--- config.mk ---
export PLATFORM = sky130hd
export DESIGN_NAME = fifo_push_arbiter
export DESIGN_NICKNAME = d
export VERILOG_FILES = /design/src/rtl/fifo_ctrl_pkg.sv /design/src/rtl/fifo_push_arbiter_rr_pick.sv /design/src/rtl/fifo_push_arbiter.sv
export SDC_FILE = /design/constraint.sdc
export NUM_CORES = 1
export LEC_CHECK = 0
export CAP_MARGIN = 20
export CORE_MARGIN = 5
export CORE_UTILIZATION = 29
export DETAILED_ROUTE_END_ITERATION = 6
export GPL_TIMING_DRIVEN = 0
export PLACE_DENSITY = 0.83
export SYNTH_ARGS = -nofsm -noshare
export SYNTH_HDL_FRONTEND = slang
export SYNTH_HIERARCHICAL = 1
export SYNTH_SLANG_ARGS = --single-unit
--- constraint.sdc ---
create_clock -name clk -period 4.5 [get_ports clk]
set_clock_uncertainty 0.2 [all_clocks]
set_input_delay 0.675 -clock clk [delete_from_list [all_inputs] [get_ports clk]]
set_output_delay 0.675 -clock clk [all_outputs]
set_load 0.02 [all_outputs]
--- src/rtl/fifo_ctrl_pkg.sv ---
// -----------------------------------------------------------------------------
// fifo_ctrl_pkg
// Shared types for the FIFO push arbiter.
//   state_t : arbiter FSM state (IDLE = free arbitration, LOCKED = burst owner)
// -----------------------------------------------------------------------------
package fifo_ctrl_pkg;

    typedef enum logic {
        IDLE   = 1'b0,
        LOCKED = 1'b1
    } state_t;

endpackage : fifo_ctrl_pkg

--- src/rtl/fifo_push_arbiter_rr_pick.sv ---
// -----------------------------------------------------------------------------
// rr_pick
// Combinational rotate-priority search. It returns the first set bit of
// `valid`, searching upward from index `start` and wrapping modulo N.
// Ports:
//   valid [N]          : request vector
//   start [$clog2(N)]  : index with highest priority
//   found              : at least one request is set
//   idx   [$clog2(N)]  : index of the selected request (0 when none found)
// -----------------------------------------------------------------------------
module rr_pick #(
    parameter  int N  = 4,
    localparam int IW = $clog2(N)
) (
    input  logic [N-1:0]  valid,
    input  logic [IW-1:0] start,
    output logic          found,
    output logic [IW-1:0] idx
);

    always_comb begin
        int            pos;
        logic [IW-1:0] pos_idx;
        // NOTE: every output gets a default first so no path through this block infers a latch.
        found   = 1'b0;
        idx     = '0;
        pos     = 0;
        pos_idx = '0;
        // Walk from the farthest offset down to offset 0 so the nearest valid
        // index (closest to start) is the last one written and therefore wins.
        for (int k = N - 1; k >= 0; k--) begin
            pos = int'(start) + k;
            if (pos >= N) begin
                pos = pos - N;
            end
            pos_idx = IW'(pos);
            if (valid[pos_idx]) begin
                found = 1'b1;
                idx   = pos_idx;
            end
        end
    end

endmodule : rr_pick

--- src/rtl/fifo_push_arbiter.sv ---
// -----------------------------------------------------------------------------
// fifo_push_arbiter
// Round-robin controller that shares one external `fifo` between N_REQ
// producers and exposes the FIFO read side as a valid/ready stream. The fifo
// has no overflow/underflow protection, so push/pop are issued only when the
// item count allows. A producer that wins may keep the FIFO for up to BURST
// consecutive beats (burst lock).
// Ports:
//   clk, rst             : clock, synchronous active-high reset
//   req_valid [N_REQ]    : producer i has data
//   req_data  [N_REQ*W]  : producer i data at [i*WIDTH +: WIDTH]
//   req_ready [N_REQ]    : one-hot/zero accept strobe
//   fifo_push_enable/data: to fifo push side
//   fifo_pop_enable      : to fifo pop side
//   fifo_pop_data        : from fifo head
//   fifo_item_count [CW] : from fifo occupancy
//   out_valid/data/ready : consumer stream
//   full, empty          : occupancy flags
//   lock_owner, locked   : burst lock status
// -----------------------------------------------------------------------------
module fifo_push_arbiter
    import fifo_ctrl_pkg::*;
#(
    parameter  int N_REQ = 4,
    parameter  int WIDTH = 4,
    parameter  int DEPTH = 2,
    parameter  int BURST = 1,
    localparam int CW    = $clog2(DEPTH) + 1,
    localparam int IW    = $clog2(N_REQ)
) (
    input  logic                   clk,
    input  logic                   rst,
    input  logic [N_REQ-1:0]       req_valid,
    input  logic [N_REQ*WIDTH-1:0] req_data,
    output logic [N_REQ-1:0]       req_ready,
    output logic                   fifo_push_enable,
    output logic [WIDTH-1:0]       fifo_push_data,
    output logic                   fifo_pop_enable,
    input  logic [WIDTH-1:0]       fifo_pop_data,
    input  logic [CW-1:0]          fifo_item_count,
    output logic                   out_valid,
    output logic [WIDTH-1:0]       out_data,
    input  logic                   out_ready,
    output logic                   full,
    output logic                   empty,
    output logic [IW-1:0]          lock_owner,
    output logic                   locked
);

    localparam int BW = $clog2(BURST + 1);

    state_t        state;
    logic [IW-1:0] owner;
    logic [IW-1:0] rr_ptr;
    logic [BW-1:0] beat_cnt;

    logic          owner_hold;
    logic          pick_found;
    logic [IW-1:0] pick_idx;
    logic          winner_found;
    logic [IW-1:0] winner;
    logic [IW-1:0] rr_next;
    logic          push;

    // A locked owner keeps priority only while it still has data; dropping
    // req_valid releases the lock immediately and the cycle is arbitrated
    // normally from rr_ptr.
    assign owner_hold = (state == LOCKED) && req_valid[owner];

    rr_pick #(.N(N_REQ)) u_rr_pick (
        .valid (req_valid),
        .start (rr_ptr),
        .found (pick_found),
        .idx   (pick_idx)
    );

    assign winner       = owner_hold ? owner : pick_idx;
    assign winner_found = owner_hold || pick_found;

    assign full  = (fifo_item_count == CW'(DEPTH));
    assign empty = (fifo_item_count == '0);

    // No push-through when full: a same-cycle pop does not free a slot for
    // the push, because the fifo's own count decides legality.
    assign push             = winner_found && !full && !rst;
    assign fifo_push_enable = push;
    assign fifo_push_data   = req_data[winner*WIDTH +: WIDTH];

    always_comb begin
        req_ready         = '0;
        req_ready[winner] = push;
    end

    assign out_valid       = !empty;
    assign out_data        = fifo_pop_data;
    assign fifo_pop_enable = out_valid && out_ready && !rst;

    assign locked     = (state == LOCKED) && !rst;
    assign lock_owner = locked ? owner : '0;

    assign rr_next = (winner == IW'(N_REQ - 1)) ? '0 : winner + 1'b1;

    // NOTE: sequential state uses non-blocking assignments so every register samples pre-edge values.
    always_ff @(posedge clk) begin
        if (rst) begin
            state    <= IDLE;
            owner    <= '0;
            beat_cnt <= '0;
            rr_ptr   <= '0;
        end else if (push) begin
            if (owner_hold) begin
                // Continuing burst: count the beat and release at BURST.
                if (beat_cnt + 1'b1 == BW'(BURST)) begin
                    state    <= IDLE;
                    beat_cnt <= '0;
                end else begin
                    beat_cnt <= beat_cnt + 1'b1;
                end
            end else begin
                // Fresh grant: advance fairness pointer past the winner.
                rr_ptr <= rr_next;
                if (BURST == 1) begin
                    state    <= IDLE;
                    beat_cnt <= '0;
                end else begin
                    state    <= LOCKED;
                    owner    <= winner;
                    beat_cnt <= BW'(1);
                end
            end
        end else if ((state == LOCKED) && !req_valid[owner]) begin
            state    <= IDLE;
            beat_cnt <= '0;
        end
        // LOCKED with owner valid but FIFO full: everything holds (stall).
    end

endmodule : fifo_push_arbiter

==> results of run 1 <==
through the flow:
stage	instance area [um2]	cells	power [mW]	worst slack [ps]
detailed placement	888	107	0.216	652
global placement	888	107	0.208	683
finish	911	110	0.253	676
CTS	911	110	0.257	650
floorplan	458	50	0.138	1800
global route	911	110	0.272	501
cells in the mapped netlist (all sizes together):
cell / n / area [um2]
dfxtp: 2 / 40.0
a21oi: 1 / 5.00
nor3b: 3 / 33.8
nor2: 6 / 22.5
mux4: 4 / 90.1
mux2i: 1 / 10.0
conb: 1 / 3.75
nand2b: 2 / 12.5
buf: 8 / 57.6
ha: 4 / 50.1
inv: 3 / 11.3
mux2: 2 / 30.0
and2: 4 / 30.0
a211oi: 2 / 20.0
nand2: 2 / 7.51
nor2b: 3 / 26.3
placed cells by master (no fill, tap or decap):
cell type and count:
sky130_fd_sc_hd__nor2_1 6, sky130_fd_sc_hd__a211oi_1 1, sky130_fd_sc_hd__mux2i_1 1, sky130_fd_sc_hd__buf_4 7, sky130_fd_sc_hd__clkdlybuf4s50_1 41, sky130_fd_sc_hd__nand2b_1 2, sky130_fd_sc_hd__mux2_4 2, sky130_fd_sc_hd__dfxtp_1 2
sky130_fd_sc_hd__a211oi_2 1, sky130_fd_sc_hd__nand2_1 2, sky130_fd_sc_hd__nor2b_1 2, sky130_fd_sc_hd__a21oi_1 1, sky130_fd_sc_hd__nor3b_1 2, sky130_fd_sc_hd__conb_1 3, sky130_fd_sc_hd__ha_1 4, sky130_fd_sc_hd__mux4_2 4
sky130_fd_sc_hd__nor3b_4 1, sky130_fd_sc_hd__and2_2 4, sky130_fd_sc_hd__buf_2 1, sky130_fd_sc_hd__nor2b_4 1, sky130_fd_sc_hd__clkbuf_4 3, sky130_fd_sc_hd__inv_1 3
worst min-delay path: cells and delay by family (launching register included):
family        cells  cell delay, ps
flops             1             390
mux               1             140
simple gates      1             150
how the worst min path moves through the flow:
stage	slack (ps)	endpoint
6_report	510	rr_ptr[0]
5_1_grt	540	rr_ptr[0]
4_1_cts	520	rr_ptr[0]
3_5_place_dp	500	rr_ptr[0]
3_3_place_gp	480	rr_ptr[0]
2_1_floorplan	440	rr_ptr[0]
per-layer routing:
layer,wire length (um),GRT usage (%),vias to the layer above
met4,0,2.62,0
met2,919,23.4,10
met5,0,0,-
met1,519,12.5,240
met3,51,3.06,0
li1,-,-,246
final cells by class:
type / instances / share of cell area, %
buffer: 8 / 6.32
inverter: 3 / 1.24
clock buffer: 3 / 2.47
tap: 16 / 2.20
multi-input combinational: 37 / 38.3
sequential: 2 / 4.40
timing repair buffer: 41 / 45.1
cells by family after synthesis:
family          count (synthesis)  share of synthesized area [%]
flops                           2                           8.89
fa+ha+maj                       4                           11.1
mux                             7                           28.9
simple gates                   20                           29.4
compound gates                  3                           5.55
buf+inv                        11                           15.3
other cells                     1                          0.833
power by group through the flow:
stage	sequential [mW]	combinational [mW]	clock (mW)
3_3_place_gp	0.0312	0.177	0
2_1_floorplan	0.0291	0.109	0
5_1_grt	0.0332	0.195	0.0446
3_5_place_dp	0.0317	0.184	0
4_1_cts	0.0321	0.184	0.0412
6_report	0.0322	0.181	0.0394
==> metrics.json, run 1 <==
{
  "status": {"value": "completed"},
  "gp_congestion": {"value": 0.693},
  "final_nets": {"value": 129},
  "buffer_count_from_post_cts_setup_fixing": {"value": 0},
  "slowest_stage": {"value": "sky130_fd_sc_hd__clkdlybuf4s50_1"},
  "power.switching": {"value": 0.0969, "unit": "mW"},
  "drt_first_pass_iters": {"value": 2},
  "postRouteAntennaNets": {"value": 0},
  "htree_num_levels": {"value": 1},
  "tightest_slew": {"value": 562, "unit": "ps"},
  "rsz0062_at_grt": {"value": "false"},
  "first_global_vias": {"value": 510},
  "total_number_of_vias": {"value": 496},
  "critical_path.top_delay_family": {"value": "buffers and inverters"},
  "finalMaxSlewViolations": {"value": 0},
  "nFillCells": {"value": 134},
  "cts_hold_buf": {"value": 0},
  "crit_type": {"value": "in -> out"},
  "hpwlAfterDp": {"value": 1.36, "unit": "mm"},
  "crit_path_frequent_cell": {"value": "sky130_fd_sc_hd__clkdlybuf4s50_1"},
  "io_pins": {"value": 49},
  "p_int": {"value": 0.156, "unit": "mW"},
  "synth_cells": {"value": 48},
  "clk_pin_slew_worst_paths": {"value": 30, "unit": "ps"},
  "setup-tns-final": {"value": 0, "unit": "ps"},
  "required": {"value": 3620, "unit": "ps"},
  "hold_path_startpoint": {"value": "rr_ptr[0]"},
  "worst-r2r-cell-count": {"value": 6},
  "final_setup_violation_count": {"value": 0},
  "power.combinational.fraction": {"value": 71.7, "unit": "%"},
  "portBuffers": {"value": 41},
  "global_route.overflow_total": {"value": 0},
  "placeableCoreArea": {"value": 1490, "unit": "um2"},
  "sequential_cell_area": {"value": 40.0, "unit": "um2"},
  "largest_reg_flops": {"value": 2},
  "antenna_found_initial": {"value": 0},
  "layout.core_utilization": {"value": 61.2, "unit": "%"},
  "post_dr_wirelength_cell": {"value": 13.6, "unit": "um"},
  "worstSetupStartpointType": {"value": "input port"},
  "top_register": {"value": "rr_ptr"},
  "regToRegEndpoint": {"value": "rr_ptr[1]"},
  "vias_per_cell": {"value": 4.51},
  "wire_length_of_the_first_global_routing_pass": {"value": 2.33, "unit": "mm"},
  "holdCritPathClass": {"value": "reg -> reg"},
  "cts.sinks": {"value": 2},
  "leakage": {"value": 0.383, "unit": "nW"},
  "largest_registers": {"value": "rr_ptr x2"},
  "antennaDiodeCount": {"value": 0},
  "worst-path-max-fanout": {"value": 6},
  "power_density": {"value": 278, "unit": "nW/um2"},
  "cts_buffer_depth": {"value": 2},
  "synth.ff_latch_count": {"value": 2},
  "grt_start_max_net_pins": {"value": 8},
  "drive_gt1_share": {"value": 25.5, "unit": "%"},
  "synth_sequential_area_ratio": {"value": 8.89, "unit": "%"},
  "slew_headroom": {"value": 62.4, "unit": "%"},
  "critical_path.cell_chain": {"value": "clkdlybuf4s50_1, mux2i_1, a211oi_2, buf_2, mux4_2, clkdlybuf4s50_1"},
  "syn_to_final_growth": {"value": 102, "unit": "%"},
  "die_h": {"value": 49.4, "unit": "um"},
  "finalWirelength": {"value": 1.49, "unit": "mm"},
  "worstSetupEndpointType": {"value": "output port"},
  "numCtsBuffers": {"value": 3},
  "post_cts_resize_count": {"value": 0},
  "latest_clock_arrival_within_the_worst_skew_pair": {"value": 220, "unit": "ps"},
  "floorplan.die_area": {"value": 2440, "unit": "um2"},
  "synth_cell_type_count": {"value": 20},
  "fin_crit": {"value": 3820, "unit": "ps"},
  "final_hold_viol_count": {"value": 0},
  "yosysWarnings": {"value": 6},
  "vdd_ir_drop_max": {"value": 143, "unit": "uV"},
  "hold_depth": {"value": 2},
  "clock-root-buffer": {"value": "sky130_fd_sc_hd__clkbuf_4"},
  "drt-initial-drc-count": {"value": 1},
  "std_cell_rows": {"value": 14},
  "path_depth": {"value": 6},
  "cp-endpoint": {"value": "fifo_push_data[1]"},
  "share_of_total_power_consumed_by_net_switching": {"value": 38.3, "unit": "%"},
  "cts_tree": {"value": "done"},
  "clkPwrFrac": {"value": 15.6, "unit": "%"},
  "critical_path_arrival": {"value": 2950, "unit": "ps"},
  "grt_use_total": {"value": 12.0, "unit": "%"},
  "reg2reg_slack": {"value": 2310, "unit": "ps"},
  "drt_drc_violations_left": {"value": 0},
  "worst_hold_slack": {"value": 508, "unit": "ps"},
  "effective_utilization_at_floorplan": {"value": 30.3, "unit": "%"},
  "crit_path_max_incr_delay": {"value": 560, "unit": "ps"},
  "width_of_the_chip": {"value": 49.4, "unit": "um"},
  "fin_crit_sh": {"value": 85.0, "unit": "%"},
  "syn-mean-instance-area": {"value": 9.38, "unit": "um2"},
  "r2r-start": {"value": "rr_ptr[0]"},
  "power.sequential.fraction": {"value": 12.7, "unit": "%"},
  "start_point_of_the_critical_path": {"value": "req_valid[3]"},
  "post_synth_instance_area": {"value": 450, "unit": "um2"},
  "max_freq": {"value": 261, "unit": "MHz"},
  "max-cap-violations": {"value": 0},
  "path_buf_inv": {"value": 3},
  "multi_input_area": {"value": 349, "unit": "um2"}
}
(Power assumes the default switching activity.)
==> run 2: changes to the inputs <==
--- a/config.mk
+++ b/config.mk
@@ -7,10 +7,10 @@
 export LEC_CHECK = 0
 export CAP_MARGIN = 20
 export CORE_MARGIN = 5
-export CORE_UTILIZATION = 29
+export CORE_UTILIZATION = 27
 export DETAILED_ROUTE_END_ITERATION = 6
 export GPL_TIMING_DRIVEN = 0
-export PLACE_DENSITY = 0.83
+export PLACE_DENSITY = 0.78
 export SYNTH_ARGS = -nofsm -noshare
 export SYNTH_HDL_FRONTEND = slang
 export SYNTH_HIERARCHICAL = 1
==> constraint.sdc (replaced) <==
create_clock -name clk -period 3.85 [get_ports clk]
set_clock_uncertainty 0.2 [all_clocks]
set_input_delay 0.5775 -clock clk [delete_from_list [all_inputs] [get_ports clk]]
set_output_delay 0.5775 -clock clk [all_outputs]
set_load 0.02 [all_outputs]
==> metrics.json, run 2 (synthesized netlist as in run 1, its figures left out) <==
{
  "max-cap-violations": {"value": 0, "change": "unchanged"},
  "top_register": {"value": "rr_ptr"},
  "critical_path_arrival": {"value": 2870, "unit": "ps", "change": "-80 ps"},
  "regToRegEndpoint": {"value": "rr_ptr[1]"},
  "die_h": {"value": 50.8, "unit": "um", "change": "+2.9%"},
  "placeableCoreArea": {"value": 1540, "unit": "um2", "change": "+3.5%"},
  "vdd_ir_drop_max": {"value": 136, "unit": "uV", "change": "-4.6%"},
  "gp_congestion": {"value": 0.754, "change": "+8.9%"},
  "tightest_slew": {"value": 528, "unit": "ps", "change": "-34.6 ps"},
  "finalWirelength": {"value": 1.48, "unit": "mm", "change": "-0.67%"},
  "max_freq": {"value": 274, "unit": "MHz"},
  "floorplan.die_area": {"value": 2590, "unit": "um2", "change": "+5.9%"},
  "setup-tns-final": {"value": 0, "unit": "ps", "change": "unchanged"},
  "fin_crit": {"value": 3640, "unit": "ps"},
  "antenna_found_initial": {"value": 0, "change": "unchanged"},
  "post_dr_wirelength_cell": {"value": 13.5, "unit": "um", "change": "-0.67%"},
  "clk_pin_slew_worst_paths": {"value": 30, "unit": "ps", "change": "about the same"},
  "crit_type": {"value": "in -> out"},
  "fin_crit_sh": {"value": 94.7, "unit": "%"},
  "htree_num_levels": {"value": 1, "change": "unchanged"},
  "buffer_count_from_post_cts_setup_fixing": {"value": 0, "change": "unchanged"},
  "syn_to_final_growth": {"value": 102, "unit": "%", "change": "unchanged"},
  "worstSetupStartpointType": {"value": "input port"},
  "layout.core_utilization": {"value": 59.1, "unit": "%", "change": "-2.1 points"},
  "latest_clock_arrival_within_the_worst_skew_pair": {"value": 230, "unit": "ps", "change": "about the same"},
  "required": {"value": 3070, "unit": "ps", "change": "-550 ps"},
  "finalMaxSlewViolations": {"value": 0, "change": "unchanged"},
  "worst-r2r-cell-count": {"value": 6, "change": "unchanged"},
  "leakage": {"value": 0.383, "unit": "nW", "change": "unchanged"},
  "grt_start_max_net_pins": {"value": 8, "change": "unchanged"},
  "final_hold_viol_count": {"value": 0, "change": "unchanged"},
  "portBuffers": {"value": 41, "change": "unchanged"},
  "antennaDiodeCount": {"value": 0, "change": "unchanged"},
  "cts_tree": {"value": "done"},
  "numCtsBuffers": {"value": 3, "change": "unchanged"},
  "total_number_of_vias": {"value": 481, "change": "-3.0%"},
  "cts_buffer_depth": {"value": 2, "change": "unchanged"},
  "r2r-start": {"value": "rr_ptr[0]"},
  "most_frequent_standard_cell_in_the_layout_excluding_fill_and_tap_cells": {"value": "sky130_fd_sc_hd__clkdlybuf4s50_1"},
  "wire_length_of_the_first_global_routing_pass": {"value": 2.22, "unit": "mm", "change": "-4.5%"},
  "holdCritPathClass": {"value": "reg -> reg"},
  "sequential_cell_area": {"value": 40.0, "unit": "um2", "change": "unchanged"},
  "final_setup_violation_count": {"value": 0, "change": "unchanged"},
  "cts_hold_buf": {"value": 0, "change": "unchanged"},
  "hpwlAfterDp": {"value": 1.29, "unit": "mm", "change": "-5.5%"},
  "drt_first_pass_iters": {"value": 3, "change": "+1"},
  "drive_gt1_share": {"value": 25.5, "unit": "%", "change": "unchanged"},
  "width_of_the_chip": {"value": 50.8, "unit": "um", "change": "+2.9%"},
  "drt_drc_violations_left": {"value": 0, "change": "unchanged"},
  "vias_per_cell": {"value": 4.37, "change": "-3.0%"},
  "effective_utilization_at_floorplan": {"value": 29.2, "unit": "%", "change": "-1.0 points"},
  "start_point_of_the_critical_path": {"value": "req_valid[3]"},
  "global_route.overflow_total": {"value": 0, "change": "unchanged"},
  "reg2reg_slack": {"value": 1740, "unit": "ps", "change": "-570 ps"},
  "drt-initial-drc-count": {"value": 3, "change": "+2"},
  "std_cell_rows": {"value": 14, "change": "unchanged"},
  "cts.sinks": {"value": 2, "change": "unchanged"},
  "slew_headroom": {"value": 64.7, "unit": "%", "change": "+2.3 points"},
  "post_cts_resize_count": {"value": 0, "change": "unchanged"},
  "worstSetupEndpointType": {"value": "output port"},
  "nFillCells": {"value": 135, "change": "+0.75%"},
  "status": {"value": "completed"},
  "clock-root-buffer": {"value": "sky130_fd_sc_hd__clkbuf_4"},
  "worst-path-max-fanout": {"value": 6, "change": "unchanged"},
  "multi_input_area": {"value": 349, "unit": "um2", "change": "unchanged"},
  "largest_registers": {"value": "rr_ptr x2"},
  "rsz0062_at_grt": {"value": "false"},
  "cp-endpoint": {"value": "fifo_push_data[3]"},
  "postRouteAntennaNets": {"value": 0, "change": "unchanged"},
  "grt_use_total": {"value": 11.4, "unit": "%", "change": "-0.63 points"},
  "final_cell_mix": {"value": "sky130_fd_sc_hd__clkdlybuf4s50_1 (41), sky130_fd_sc_hd__buf_4 (7), sky130_fd_sc_hd__nor2_1 (6)"},
  "power_density": {"value": 326, "unit": "nW/um2", "change": "+17%"},
  "first_global_vias": {"value": 464, "change": "-9.0%"},
  "largest_reg_flops": {"value": 2, "change": "unchanged"},
  "io_pins": {"value": 49, "change": "unchanged"},
  "final_nets": {"value": 129, "change": "unchanged"}
}
==> run 2: cell counts in the layout (fill, tap and decap cells not counted) <==
Identical to the previous run, type by type.
==> run 2: critical path, stage by stage <==
cell and delay, ps:
sky130_fd_sc_hd__clkdlybuf4s50_1 520, sky130_fd_sc_hd__mux2i_1 100, sky130_fd_sc_hd__a211oi_2 310, sky130_fd_sc_hd__buf_2 270, sky130_fd_sc_hd__mux4_2 520, sky130_fd_sc_hd__clkdlybuf4s50_1 570
==> run 2: worst min path at each step <==
stage / start / endpoint / cells past startpoint
after global placement: rr_ptr[0] / rr_ptr[0] / 2
after CTS: rr_ptr[0] / rr_ptr[0] / 2
final: rr_ptr[0] / rr_ptr[0] / 2
after detailed placement: rr_ptr[0] / rr_ptr[0] / 2
after floorplan: rr_ptr[0] / rr_ptr[0] / 2
after global routing: rr_ptr[0] / rr_ptr[0] / 2
==> run 2: final cells by class <==
type                       instances  share of cell area, %
sequential                         2                   4.40
buffer                             8                   6.32
clock buffer                       3                   2.47
tap                               16                   2.20
inverter                           3                   1.24
timing repair buffer              41                   45.1
multi-input combinational         37                   38.3
==> run 2: power by group <==
part           leakage, nW  total, mW  internal [mW]  switching [mW]
registers           0.0167     0.0376         0.0274          0.0102
logic                0.353      0.211          0.120          0.0901
clock network       0.0138     0.0487         0.0346          0.0141
==> run 2: routing by layer <==
layer | wire [um] | part of all wire (%) | track usage, % | vias to the layer above
li1 | - | - | - | 246
met1 | 547 | 37 | 14.6 | 223
met2 | 861 | 58 | 18.4 | 10
met3 | 57 | 3.8 | 1.16 | 2
met4 | 14 | 0.95 | 6.38 | 0
met5 | 0 | 0 | 0 | -
==> run 2: stage by stage <==
step,total power [mW],hold WS (ps),setup slack [ps],cells,area [um2]
2_1_floorplan,0.161,435,1350,50,458
3_3_place_gp,0.245,488,236,107,888
3_5_place_dp,0.250,491,178,107,888
4_1_cts,0.303,505,180,110,911
5_1_grt,0.319,572,83.8,110,911
6_report,0.297,510,206,110,911
